<file path="src/rtl/fetch_unit.sv">
// Instruction fetch stage: owns the PC, issues req/gnt/rvalid reads to instruction
// memory, loads the IR with a one-cycle enable, then waits for execute to finish.
module fetch_unit #(
    parameter int unsigned ADDR_W   = 8,
    parameter int unsigned DATA_W   = 16,
    parameter int unsigned RESET_PC = 0
) (
    input  logic              clk,
    input  logic              reset,
    input  logic              run_i,
    output logic              mem_req_o,
    output logic [ADDR_W-1:0] mem_addr_o,
    input  logic              mem_gnt_i,
    input  logic              mem_rvalid_i,
    input  logic [DATA_W-1:0] mem_rdata_i,
    output logic              ir_en_o,
    output logic [DATA_W-1:0] ir_d_o,
    input  logic              exec_done_i,
    input  logic              branch_i,
    input  logic [ADDR_W-1:0] branch_addr_i,
    output logic [ADDR_W-1:0] pc_o,
    output logic              busy_o,
    output logic [15:0]       fetch_cnt_o
);

    localparam int unsigned CNT_W = 16;

    typedef enum logic [1:0] {
        S_IDLE = 2'd0,
        S_REQ  = 2'd1,
        S_WAIT = 2'd2,
        S_EXEC = 2'd3
    } state_e;

    state_e              state_q, state_d;
    logic [ADDR_W-1:0]   pc_q, pc_d;
    logic                mem_req_q, mem_req_d;
    logic [ADDR_W-1:0]   mem_addr_q, mem_addr_d;
    logic                ir_en_q, ir_en_d;
    logic [DATA_W-1:0]   ir_d_q, ir_d_d;
    logic                busy_q, busy_d;
    logic [CNT_W-1:0]    cnt_q, cnt_d;

    // State and output registers
    always_ff @(posedge clk or negedge reset) begin
        if (!reset) begin
            state_q    <= S_IDLE;
            pc_q       <= ADDR_W'(RESET_PC);
            mem_req_q  <= 1'b0;
            mem_addr_q <= '0;
            ir_en_q    <= 1'b0;
            ir_d_q     <= '0;
            busy_q     <= 1'b0;
            cnt_q      <= '0;
        end else begin
            state_q    <= state_d;
            pc_q       <= pc_d;
            mem_req_q  <= mem_req_d;
            mem_addr_q <= mem_addr_d;
            ir_en_q    <= ir_en_d;
            ir_d_q     <= ir_d_d;
            busy_q     <= busy_d;
            cnt_q      <= cnt_d;
        end
    end

    // Next-state logic; outputs are derived from the next state so they register cleanly
    always_comb begin
        state_d    = state_q;
        pc_d       = pc_q;
        mem_req_d  = 1'b0;
        mem_addr_d = mem_addr_q;
        ir_en_d    = 1'b0;
        ir_d_d     = ir_d_q;
        busy_d     = 1'b0;
        cnt_d      = cnt_q;

        unique case (state_q)
            S_IDLE: begin
                if (run_i) state_d = S_REQ;
            end
            S_REQ: begin
                if (mem_gnt_i) state_d = S_WAIT;
            end
            S_WAIT: begin
                if (mem_rvalid_i) begin
                    ir_d_d  = mem_rdata_i;
                    ir_en_d = 1'b1;
                    pc_d    = pc_q + ADDR_W'(1);
                    cnt_d   = cnt_q + CNT_W'(1);
                    state_d = S_EXEC;
                end
            end
            S_EXEC: begin
                if (exec_done_i) begin
                    if (branch_i) pc_d = branch_addr_i;
                    state_d = run_i ? S_REQ : S_IDLE;
                end
            end
            default: state_d = S_IDLE;
        endcase

        // Address tracks the (possibly branched) PC whenever a request is pending
        mem_req_d = (state_d == S_REQ);
        if (mem_req_d) mem_addr_d = pc_d;
        busy_d = (state_d != S_IDLE);
    end

    assign mem_req_o   = mem_req_q;
    assign mem_addr_o  = mem_addr_q;
    assign ir_en_o     = ir_en_q;
    assign ir_d_o      = ir_d_q;
    assign pc_o        = pc_q;
    assign busy_o      = busy_q;
    assign fetch_cnt_o = cnt_q;

endmodule
</file>
<file path="config.mk">
export PLATFORM = sky130hd
export DESIGN_NAME = fetch_unit
export DESIGN_NICKNAME = d
export VERILOG_FILES = /design/src/rtl/fetch_unit.sv
export SDC_FILE = /design/constraint.sdc
export NUM_CORES = 1
export LEC_CHECK = 0
export BUFFER_PORTS_ARGS = -buffer_cell sky130_fd_sc_hd__buf_4
export CORE_ASPECT_RATIO = 0.6
export CORE_MARGIN = 2
export CORE_UTILIZATION = 49
export CTS_CLUSTER_DIAMETER = 30
export CTS_CLUSTER_SIZE = 12
export DETAILED_ROUTE_END_ITERATION = 16
export PLACE_DENSITY = 0.79
export SLEW_MARGIN = 15
export SYNTH_ARGS = -nofsm -noshare
export SYNTH_HDL_FRONTEND = slang
export SYNTH_SLANG_ARGS = --single-unit
</file>
<file path="constraint.sdc">
create_clock -name clk -period 2.1 [get_ports clk]
set_clock_uncertainty 0.2 [all_clocks]
set_input_delay 0 -clock clk [delete_from_list [all_inputs] [get_ports clk]]
set_output_delay 0 -clock clk [all_outputs]
set_load 0.01 [all_outputs]
</file>
==> run_results.csv <==
group,metric,value,unit
run_status,status,"finished, final reports clean",
detailed_routing,first_pass_iters,4,
sta,fin_crit_sh,93.3,%
global_routing,grt_max_degree,54,
final_layout,multi_input_area,918,sq um
synthesis,ys_top_cells_by_area,"dfrtp_1, nand2_1, xnor2_1",
power_and_ir_drop,comb_power_share,42.1,%
synthesis,synth_top_area_share,57.9,%
detailed_routing,antenna_left,0,
placement,gp_congestion,0.888,
power_and_ir_drop,switching_share,36.7,%
final_layout,nets,364,
worst_setup_path,r2r-end,"state_q[0]$_DFF_PN0_",
worst_setup_path,cp_max_fo,14,
die,start_util,50.5,%
die,die_y,57.0,um
sta,final_hold_viol_count,0,
flow_run,cap_violations,0,
worst_setup_path,crit_path_start_kind,"register",
final_layout,seq_area,0.00133,sq mm
detailed_routing,vias,2033,
die,die_x,92.3,um
detailed_routing,routed_wl,5590,um
clock_network,clk_latency,300,ps
worst_setup_path,cp.required,2140,ps
synthesis,avgSynthCellArea,10.7,sq um
sta,worst_pin_slew,641,ps
die,fp-row-count,19,
global_routing,grt_pass1_vias,1921,
synthesis,syn_nets,248,
global_routing,antenna_found_initial,0,
final_layout,synthToLayoutAreaGrowth,47.4,%
synthesis,synthArstFlopShare,100,%
power_and_ir_drop,p_leak,1.71,nW
synthesis,synth.yosys.seq_area_share,57.9,%
placement,dp_slack,204,ps
synthesis,synth_edf_count,0,
final_layout,antenna_cells,0,
sta,max_slew_margin,57.3,%
global_routing,track_usage,23.0,%
sta,maxSlewViolCount,0,
worst_setup_path,r2r_start,"state_q[0]$_DFF_PN0_",
die,num_io_pins,82,
global_routing,grt_overflow,0,
synthesis,synth_cell_type_count,36,
worst_setup_path,cp_slowest_cell,"dlygate4sd3_1",
clock_network,cts_tree,"built",
worst_setup_path,slowest_delay,590,ps
clock_network,htreeDepth,2,
clock_network,cts_made_buffers,5,
final_layout,fin_util,74.3,%
worst_setup_path,rrSetupSlack,140,ps
power_and_ir_drop,seq_power_share,43.3,%
sta,setup_violations,0,
synthesis,synth_area_leader_cell,"dfrtp_1",
power_and_ir_drop,finalPower,0.00406,W
power_and_ir_drop,p_per_area,1200,mW/mm^2
clock_network,cts-root-buf,"clkbuf_8",
synthesis,synth_seq_cells,53,
sta,hold_ws,69.0,ps
die,core_area,0.00454,sq mm
sta,period_minus_slack,1960,ps
final_layout,fill_cells,325,
synthesis,synthesis.area,0.00229,sq mm
placement,portBuffers,81,
power_and_ir_drop,clkPwrFrac,14.6,%
die,die_area,0.00526,sq mm
sta,setup-tns-final,0,ps
worst_setup_path,cp.buffers_inverters,1,
worst_setup_path,cp_cell_sequence,"and2_1 > o32ai_1 > dlygate4sd3_1",
detailed_routing,via_per_inst,5.15,
synthesis,yosysWarnings,0,
worst_setup_path,cp-end-kind,"register",
hold_path,hp-class,"input pin to asynchronous set/reset pin",
power_and_ir_drop,p_switching,0.00149,W
detailed_routing,wire_per_inst,14.2,um
placement,dp_hpwl,3640,um
sta,max_freq,0.510,GHz
sta,setup_slack,141,ps
worst_setup_path,path_delay_family,"buffers and inverters",
final_layout,final_layout_size_suffix_gt1_share,31.6,%
power_and_ir_drop,peakVddDrop,0.659,mV
sta,rsz0062_at_grt,"false",
detailed_routing,post-route-drc-count,0,
clock_network,clockBufferDepth,2,
power_and_ir_drop,power.internal,0.00257,W
worst_setup_path,path_class,"register to register",
worst_setup_path,rr_worst_depth,3,
global_routing,grt_pass1_wl,9340,um
clock_network,path_clk_slew,90,ps
detailed_routing,drt-initial-drc-count,129,
synthesis,synth_cells,215,
clock_network,cts.sinks,53,
synthesis,synth_flop_cell,"dfrtp_1",
worst_setup_path,cp.arrival,2000,ps
cells in the mapped netlist (2+ instances only):
| cell type | n |
|---|---|
| nor3_1 | 2 |
| inv_1 | 2 |
| nor2_1 | 7 |
| o211ai_1 | 4 |
| nand4_1 | 5 |
| xnor2_1 | 11 |
| nand2b_1 | 2 |
| a31oi_1 | 2 |
| nand3_1 | 8 |
| a21oi_1 | 3 |
| ha_1 | 2 |
| a2bb2oi_1 | 2 |
| buf_2 | 4 |
| and3_1 | 5 |
| nand2_1 | 67 |
| buf_4 | 2 |
| o21ai_0 | 3 |
| xor2_1 | 5 |
| dfrtp_1 | 53 |
| o32ai_1 | 2 |
| mux2_2 | 7 |
| o311ai_1 | 3 |
metal layers:
| metal | vias up | track usage [%] | wire, um | share of wire [%] |
|---|---|---|---|---|
| li1 | 965 | - | - | - |
| met1 | 964 | 32.2 | 2530 | 45 |
| met2 | 94 | 34.2 | 2500 | 45 |
| met3 | 10 | 7.00 | 459 | 8.2 |
| met4 | 0 | 8.96 | 104 | 1.9 |
| met5 | - | 0 | 0 | 0 |
flip-flops by register name (all words and copies together), names as in the netlist:
name,cells
ir_en_o,1
fetch_cnt_o,16
pc_o,8
mem_addr_o,8
ir_d_o,16
mem_req_o,1
state_q,2
busy_o,1
logic make-up after synthesis:
family | Yosys count | synth area share, %
AOI/OAI and AO/OA | 21 | 6.61
DFF | 53 | 57.9
xor gates and xnor gates | 16 | 6.12
adders and majority gates | 2 | 1.09
buffers and inverters | 9 | 2.02
and+or+nand+nor | 106 | 22.4
muxes | 8 | 3.88
repair_timing:
item	4_1_cts	5_1_grt
hold endpoints to repair	88	0
setup endpoints to repair	0	1
buffers inserted	0	0
gates resized for setup	0	1
hold buffers	31	0
cell type report:
class                      instances  share of cell area [%]
clock buffer                       6                    2.45
clock inverter                     2                   0.408
inverter                           2                   0.222
multi-input combinational        153                    27.2
sequential                        53                    39.3
tap                               63                    2.34
timing repair buffer             116                    28.1
power by group through the flow:
| stage | registers (W) | clock network [W] | logic, W |
|---|---|---|---|
| floorplan | 0.00183 | 0 | 0.000761 |
| global placement | 0.00174 | 0 | 0.00161 |
| detailed placement | 0.00175 | 0 | 0.00165 |
| CTS | 0.00174 | 0.000610 | 0.00171 |
| global route | 0.00181 | 0.000658 | 0.00189 |
| finish | 0.00176 | 0.000593 | 0.00171 |
worst max path at each step:
stage	startpoint	to	slack, ps	depth (start not counted)
floorplan	pc_o[1]$_DFF_PN0_	mem_addr_o[4]$_DFFE_PN0P_	370	5
global placement	state_q[0]$_DFF_PN0_	mem_addr_o[4]$_DFFE_PN0P_	230	4
detailed placement	state_q[0]$_DFF_PN0_	mem_addr_o[0]$_DFFE_PN0P_	200	4
CTS	state_q[0]$_DFF_PN0_	state_q[0]$_DFF_PN0_	130	3
global route	state_q[0]$_DFF_PN0_	mem_addr_o[6]$_DFFE_PN0P_	30	4
finish	state_q[0]$_DFF_PN0_	state_q[0]$_DFF_PN0_	140	3
through the flow:
step,area (sq um),instances
finish,3380,395
global route,3380,395
CTS,3380,395
detailed placement,2970,356
global placement,2970,356
floorplan,2290,215
placed cells by master (no fill, tap or decap), types with 2 or more instances in the layout:
cell type,instances
nand2b_1,2
mux2_2,7
nor3_1,2
ha_1,2
nand4_1,5
o32ai_1,2
o21ai_0,2
o311ai_1,3
a21oi_1,3
dfrtp_1,53
xnor2_1,11
inv_1,2
nand2_1,67
clkbuf_8,6
and3_1,5
buf_4,85
a31oi_1,2
o211ai_1,4
xor2_1,5
a2bb2oi_1,2
nand3_1,8
nor2_1,7
dlygate4sd3_1,31
No activity file was read; power rests on OpenSTA's default activity.
